### config.mk
export PLATFORM = sky130hd
export DESIGN_NAME = alu
export DESIGN_NICKNAME = d
export VERILOG_FILES = /design/src/rtl/alu.sv
export SDC_FILE = /design/constraint.sdc
export NUM_CORES = 1
export LEC_CHECK = 0
export ABC_CLOCK_PERIOD_IN_PS = 10300
export CAP_MARGIN = 20
export CORE_UTILIZATION = 59
export DETAILED_ROUTE_END_ITERATION = 6
export GPL_ROUTABILITY_DRIVEN = 1
export PLACE_DENSITY = 0.9
export REMOVE_ABC_BUFFERS = 1
export SETUP_SLACK_MARGIN = 0.4
export SYNTH_ARGS = -nofsm -noshare
export SYNTH_HDL_FRONTEND = slang
export SYNTH_SLANG_ARGS = --single-unit
export TNS_END_PERCENT = 100
### constraint.sdc
create_clock -name vclk -period 10.3
set_input_delay 2.06 -clock vclk [all_inputs]
set_output_delay 2.06 -clock vclk [all_outputs]
set_load 0.02 [all_outputs]
### src/rtl/alu.sv
// RV32I integer ALU for the execute stage (OP and OP-IMM instructions).
// Decodes funct3/funct7 locally and returns a 32-bit result with a
// ready/done handshake. Non-shift operations and zero-amount shifts finish
// in the cycle that `ready` is pulsed.
//
// Optional build macro: ALU_SERIAL_SHIFT_EN
//   undefined : shifts use a single-cycle barrel shifter; done is always 1.
//   defined   : shifts by N != 0 run one bit per clock and finish N clocks
//               after the ready edge; done=0 from the ready cycle until then.
//
// Ports:
//   clk     rising-edge clock
//   rst     asynchronous reset, active-low
//   in1     operand 1 (rs1)
//   in2     operand 2 (rs2 or sign-extended immediate)
//   is_imm  1 = OP-IMM encoding, 0 = OP encoding
//   funct3  instruction funct3
//   funct7  instruction funct7 (imm[11:5] for OP-IMM shifts)
//   ready   one-cycle start pulse for a new operation
//   out     result
//   done    result on `out` is valid
module alu #(
    parameter int unsigned XLEN = 32
) (
    input  logic            clk,
    input  logic            rst,
    input  logic [XLEN-1:0] in1,
    input  logic [XLEN-1:0] in2,
    input  logic            is_imm,
    input  logic [2:0]      funct3,
    input  logic [6:0]      funct7,
    input  logic            ready,
    output logic [XLEN-1:0] out,
    output logic            done
);

    localparam int unsigned SHAMT_W = 5;

    localparam logic [2:0] F3_ADD  = 3'b000;
    localparam logic [2:0] F3_SLL  = 3'b001;
    localparam logic [2:0] F3_SLT  = 3'b010;
    localparam logic [2:0] F3_SLTU = 3'b011;
    localparam logic [2:0] F3_XOR  = 3'b100;
    localparam logic [2:0] F3_SR   = 3'b101;
    localparam logic [2:0] F3_OR   = 3'b110;
    localparam logic [2:0] F3_AND  = 3'b111;

    // Only funct7[5] selects anything (SUB / SRA); the rest is ignored.
    logic unused_funct7;
    assign unused_funct7 = ^{funct7[6], funct7[4:0]};

    logic [SHAMT_W-1:0] shamt_c;
    logic               is_shift_c;
    logic               sub_c;
    logic [XLEN-1:0]    shl_c;
    logic [XLEN-1:0]    shr_c;
    logic [XLEN-1:0]    comb_res_c;

    assign shamt_c    = in2[SHAMT_W-1:0];
    assign is_shift_c = (funct3 == F3_SLL) || (funct3 == F3_SR);
    // ADDI has no SUB form; funct7[5] there is just an immediate bit.
    assign sub_c      = !is_imm && funct7[5];

`ifdef ALU_SERIAL_SHIFT_EN
    // Combinational shift path only serves zero-amount shifts.
    assign shl_c = in1;
    assign shr_c = in1;
`else
    assign shl_c = in1 << shamt_c;
    assign shr_c = funct7[5] ? XLEN'($signed(in1) >>> shamt_c) : (in1 >> shamt_c);
`endif

    // Single-cycle result for every operation.
    always_comb begin
        comb_res_c = '0;
        case (funct3)
            F3_ADD:  comb_res_c = sub_c ? (in1 - in2) : (in1 + in2);
            F3_SLL:  comb_res_c = shl_c;
            F3_SLT:  comb_res_c = XLEN'($signed(in1) < $signed(in2));
            F3_SLTU: comb_res_c = XLEN'(in1 < in2);
            F3_XOR:  comb_res_c = in1 ^ in2;
            F3_SR:   comb_res_c = shr_c;
            F3_OR:   comb_res_c = in1 | in2;
            F3_AND:  comb_res_c = in1 & in2;
            default: comb_res_c = '0;
        endcase
    end

`ifdef ALU_SERIAL_SHIFT_EN
    typedef enum logic {
        IDLE = 1'b0,
        BUSY = 1'b1
    } state_e;

    state_e             state_q;
    logic [XLEN-1:0]    shreg_q;
    logic [SHAMT_W-1:0] cnt_q;
    logic               sel_q;
    logic               left_q;
    logic               arith_q;
    logic               start_c;

    // Gated by rst so done reads 1 throughout reset.
    assign start_c = rst && (state_q == IDLE) && ready && is_shift_c
                     && (shamt_c != '0);

    // Iterative shifter: load on start, one bit per clock until count expires.
    always_ff @(posedge clk or negedge rst) begin
        if (!rst) begin
            state_q <= IDLE;
            shreg_q <= '0;
            cnt_q   <= '0;
            sel_q   <= 1'b0;
            left_q  <= 1'b0;
            arith_q <= 1'b0;
        end else begin
            case (state_q)
                IDLE: begin
                    if (start_c) begin
                        state_q <= BUSY;
                        shreg_q <= in1;
                        cnt_q   <= shamt_c;
                        sel_q   <= 1'b1;
                        left_q  <= (funct3 == F3_SLL);
                        arith_q <= (funct3 == F3_SR) && funct7[5];
                    end else if (ready) begin
                        sel_q <= 1'b0;
                    end
                end
                BUSY: begin
                    // Arithmetic right shift re-injects the original sign bit.
                    shreg_q <= left_q ? {shreg_q[XLEN-2:0], 1'b0}
                                      : {arith_q & shreg_q[XLEN-1], shreg_q[XLEN-1:1]};
                    cnt_q   <= cnt_q - SHAMT_W'(1);
                    if (cnt_q == SHAMT_W'(1)) begin
                        state_q <= IDLE;
                    end
                end
                default: state_q <= IDLE;
            endcase
        end
    end

    assign done = (state_q == IDLE) && !start_c;
    // A new ready in IDLE always shows the combinational path in its own cycle.
    assign out  = (sel_q && !(ready && (state_q == IDLE))) ? shreg_q : comb_res_c;
`else
    logic unused_clk_rst;
    assign unused_clk_rst = clk ^ rst ^ ready ^ is_shift_c;

    assign done = 1'b1;
    assign out  = comb_res_c;
`endif

endmodule

# Yosys cells after proc, flatten, opt, wreduce, memory -nomap -nowiden
# Index checks and enable logic that the tools add are counted.
dict set report totals {
  reg_bits 0
  in_bits 78
  output_inout_bits 33
  elab_cells 23
}
dict set report op_classes {
  n_addsub 2
  n_lt_le_gt_ge 2
  eq_ne 7
  shifts 3
  n_mux 3
  n_bitwise 3
  reduce_logical 3
}
# operator count
set ops {}
lappend ops {{$pmux W32 S8} 1}
lappend ops {{$lt A32 B32 Y1} 2}
lappend ops {{$mux W32} 2}
lappend ops {{$add A32 B32 Y32} 1}
lappend ops {{$and A32 B32 Y32} 1}
lappend ops {{$or A32 B32 Y32} 1}
lappend ops {{$shl A32 B5 Y32} 1}
lappend ops {{$shr A32 B5 Y32} 1}
lappend ops {{$sshr A32 B5 Y32} 1}
lappend ops {{$sub A32 B32 Y32} 1}
lappend ops {{$xor A32 B32 Y32} 1}
lappend ops {{$eq A3 B3 Y1 const B} 4}
lappend ops {{$eq A3 B2 Y1 const B} 2}
lappend ops {{$eq A3 B1 Y1 const B} 1}
lappend ops {{$logic_not A3 Y1} 1}
lappend ops {{$logic_and A1 B1 Y1} 1}
lappend ops {{$logic_not A1 Y1} 1}

# Depth between registers and ports, before layout
dict set report depth {
  depth_word 4
  ltp_mapped 14
  mapped_depth_nobuf 13
}

# Worst setup path after synthesis
# No wires, ideal clock.
dict set report synth_timing {
  kind {input port to output port}
  start {input in2[1]}
  end {output out[25]}
  arrival_ns 5.227
  t_required_ns 8.240
  path_slack_ns 3.013
  cell_stages 13
  path_buffers 2
  path_cell_list {inv_1 buf_1 clkbuf_1 ha_1 o21bai_1 o211ai_1 a311oi_2 a211o_1 a2111oi_4 o41ai_1 a21oi_1 xnor2_1 o211ai_1}
}
dict set report synth_between {
  elab_chain_len 3
  elab_cells_between_ends 8
  cone_classes {add/sub (2); shift (3); mux (3)}
}
# element line
set synth_rtl {}
lappend synth_rtl {{start: declaration} 28} ;# input logic [XLEN-1:0] in2,
lappend synth_rtl {{$add A32 B32 Y32 (tied with other cells)} 77} ;# F3_ADD: comb_res_c = sub_c ? (in1 - in2) : (in1 + in2);
lappend synth_rtl {{$mux W32, on equally long branches} {77, 70}}
lappend synth_rtl {{$pmux W32 S8 (*)} 76} ;# case (funct3)
lappend synth_rtl {{end: declaration} 33} ;# output logic [XLEN-1:0] out,
# Every way passes the cells marked *; elsewhere a longest branch is shown, timed or not.

# Worst setup path after layout
dict set report layout_timing {
  start {input in1[0]}
  end {output out[28]}
}
dict set report layout_between {
  elab_chain_len 3
  elab_cells_between_ends 8
  cone_classes {add/sub (2); shift (3); mux (3)}
}
# element line
set layout_rtl {}
lappend layout_rtl {{start: declaration} 27} ;# input logic [XLEN-1:0] in1,
lappend layout_rtl {{$add A32 B32 Y32 (tied with other cells)} 77}
lappend layout_rtl {{$mux W32, on equally long branches} {77, 70}}
lappend layout_rtl {{$pmux W32 S8 (*)} 76}
# Marks and branches as above.

==> summary.md <==
| Metric | Value |
|---|---|
| WP data required | slightly above 8 ns |
| Synth cell count leaders | 166 x nor2_1, 145 x a21oi_1, 135 x o21ai_0, 121 x nand2_1, 97 x ha_1 |
| Overall global routing resource usage | between 40% and 50% |
| RSZ-0062 raised after global routing | false |
| Via count | about 11000 |
| Layout cell share with drive strength beyond 1 | 5.58% |
| Top Layer Used | met4 |
| Post-CTS setup repair buffer count | 0 |
| Switching share of power | a little over three fifths |
| Relative slew slack | 26.5% |
| Pint | roughly 220 uW |
| Setup-failing EPs final | 0 |
| Final hold vios | 0 |
| Hold WS | ~5.4 ns |
| # hold bufs at CTS | 0 |
| Max Freq | around 110 MHz |
| Capturing element type of the critical path | primary output |
| Routed WL per cell | 22.9 um |
| Met1 wire length | between 10000 and 15000 um |
| Clock power frac | 0% |
| Core area | about 14000 um^2 |
| Post-CTS resize count | 0 |
| Crit path arrival time | 6.83 ns |
| Final ANT Viol Nets | 0 |
| Top delay family on crit path | compound AO/OA/AOI/OAI gates |
| Drt via density | ~7 |
| Buffers on Ports | about 100 |
| Number of fillers in the final layout | approximately 1300 |
| Critical path class | primary input to primary output |
| Share of the synthesized area in the top cell type | 14.3% |
| DR iter-0 viols | approximately 1800 |
| Sw Pwr | 368 uW |
| CLK BUF | 0 |
| Leakage | roughly 0.0040 uW |
| Cell taking the most area after synthesis | ha_1 |
| Pwr Density | 62.5 nW/um^2 |
| Worst setup SP type | primary input |
| CP Max Fanout | 5 |
| Syn Area/Cell | between 6 and 7 um^2 |
| Count of cell types in the netlist | between 60 and 70 |
| WL met2 | 14500 um |
| Routability cong. | 1.06 |
| Post-route setup TNS | 0 ns |
| First-pass GRT wire length | 53400 um |
| Flop pwr share | 0% |
| Max-slew violation count | 0 |
| Initial Util | approximately 61% |
| Worst hold path class | primary input to primary output |
| Syn-to-layout area delta | 11.0% |
| Max Cap Viol | 0 |
| Number of remaining DRC errors | 0 |
| Reg area | 0 um^2 |
| Logic pwr share | 100.0% |
| Grt total ovfl | 0 |
| Largest net degree at the start of global routing | 85 |
| Status | finished clean |
| # diodes | 0 |
| First drt pass iteration count | 7 |
| Fin crit share | between 80% and 90% |
| Antenna violations before repair | 0 |
| Synth area leaders | ha_1 14%, a21oi_1 8.6%, o21ai_0 8.0% |
| Fin worst setup slack | about 1.4 ns |
| Met3 wire len | between 5000 and 6000 um |
| Standard-cell row count | 43 |
| Sum of buffers and inverters on the critical path | 3 |
| Routed WL | roughly 35000 um |
| Synth warn | 0 |
| Post-Place Setup Slack | between 1.5 and 2 ns |
| Die width | between 100 and 150 um |
| Die area | 14900 um^2 |
| CP cell instances | clkdlybuf4s50_1 > ha_1 > inv_1 > fa_1 > nor2b_1 > o2111ai_1 > a311oi_1 > o2111ai_1 > a31oi_1 > o21ai_0 > o41a_1 > nand2_1 > clkdlybuf4s50_1 |
| Worst VDD drop | around 44 uV |
| Num ports | between 100 and 150 |
| Nets | between 1500 and 2000 |
| Vias in the first global route | a little under 10000 |
| Detailed placer's ending HPWL | roughly 27000 um |
| Seq_cells | 0 |
| Max stage delay on crit path | 0.64 ns |
| Most common cell in the netlist | nor2_1 |
| Cells after Synth | 1350 |
| Chip height | 122 um |
| Register area share after synthesis | 0% |
| Final Critical Period | about 9 ns |
| Mapped cell area | roughly 8500 um^2 |
| Max stage delay cell, worst path | a311oi_1 |
| Pin slew with the least headroom to its limit | between 1 and 1.5 ns |
==> cell families (layout without fill, tap and decap cells) <==
logic type | count (synthesis) | count (layout) | share of synthesized area, %
AOI/OAI and AO/OA | 530 | 530 | 40.4
other | 1 | 1 | 0.0442
xor gates and xnor gates | 29 | 29 | 2.99
muxes | 85 | 85 | 11.8
and+or+nand+nor | 396 | 396 | 20.3
buffers and inverters | 210 | 222 | 9.73
adders and majority gates | 99 | 99 | 14.8
==> power by group through the flow <==
stage	Clock (uW)	Combinational [uW]	Sequential [uW]
after detailed placement	0	561	0
after global routing	0	623	0
after global placement	0	556	0
final	0	589	0
after CTS	0	564	0
after floorplan	0	345	0
==> metrics by stage <==
stage	std cells	utilization [%]	power, uW	cell area, um^2
2_1_floorplan	1239	-	345	8030
3_3_place_gp	1542	67.6	556	9420
3_5_place_dp	1542	67.6	561	9420
4_1_cts	1542	67.6	564	9420
5_1_grt	1542	67.6	623	9420
6_report	1542	67.6	589	9420
==> layout by cell type (no fill, tap or decap), types with 8 or more instances in the layout <==
| master | Yosys | routed |
|---|---|---|
| a211oi_1 | 41 | 41 |
| ha_1 | 97 | 97 |
| mux4_2 | 10 | 10 |
| nand3_1 | 12 | 12 |
| nor3_1 | 27 | 26 |
| and2_1 | 8 | 8 |
| o21a_1 | 8 | 8 |
| a211o_1 | 8 | 8 |
| nand4_1 | 9 | 9 |
| a221oi_1 | 11 | 11 |
| o31ai_1 | 12 | 12 |
| o22ai_1 | 12 | 12 |
| nor2_1 | 166 | 166 |
| o221ai_1 | 10 | 10 |
| inv_1 | 94 | 93 |
| nor2b_1 | 15 | 14 |
| buf_4 | 4 | 23 |
| nand2b_1 | 9 | 9 |
| a21oi_1 | 145 | 145 |
| a21o_1 | 19 | 19 |
| o211ai_1 | 26 | 26 |
| mux2_2 | 18 | 18 |
| o21ai_0 | 135 | 135 |
| clkdlybuf4s50_1 | 0 | 96 |
| mux2i_1 | 57 | 57 |
| o21bai_1 | 11 | 11 |
| nand2_1 | 121 | 121 |
| a31oi_1 | 18 | 18 |
| xnor2_1 | 26 | 26 |
==> routing by layer <==
layer / GRT usage (%) / vias to the layer above
met2: 68.6 / 883
met1: 62.4 / 4924
met5: 0 / -
met3: 13.6 / 140
li1: - / 4967
met4: 19.4 / 0
==> final timing paths <==
check              start  endpoint  slack, ns  depth (start not counted)
setup / recovery  in1[0]   out[28]       1.41                         13
hold / removal    in2[3]    out[3]       5.39                          6
==> cell type report <==
class | count | area [um^2] | area share, %
well taps | 180 | 225 | 2.39
repair buffers | 123 | 1150 | 12.2
inverters | 99 | 372 | 3.95
multi-input cells | 1140 | 7670 | 81.4
(Power assumes the default switching activity.)
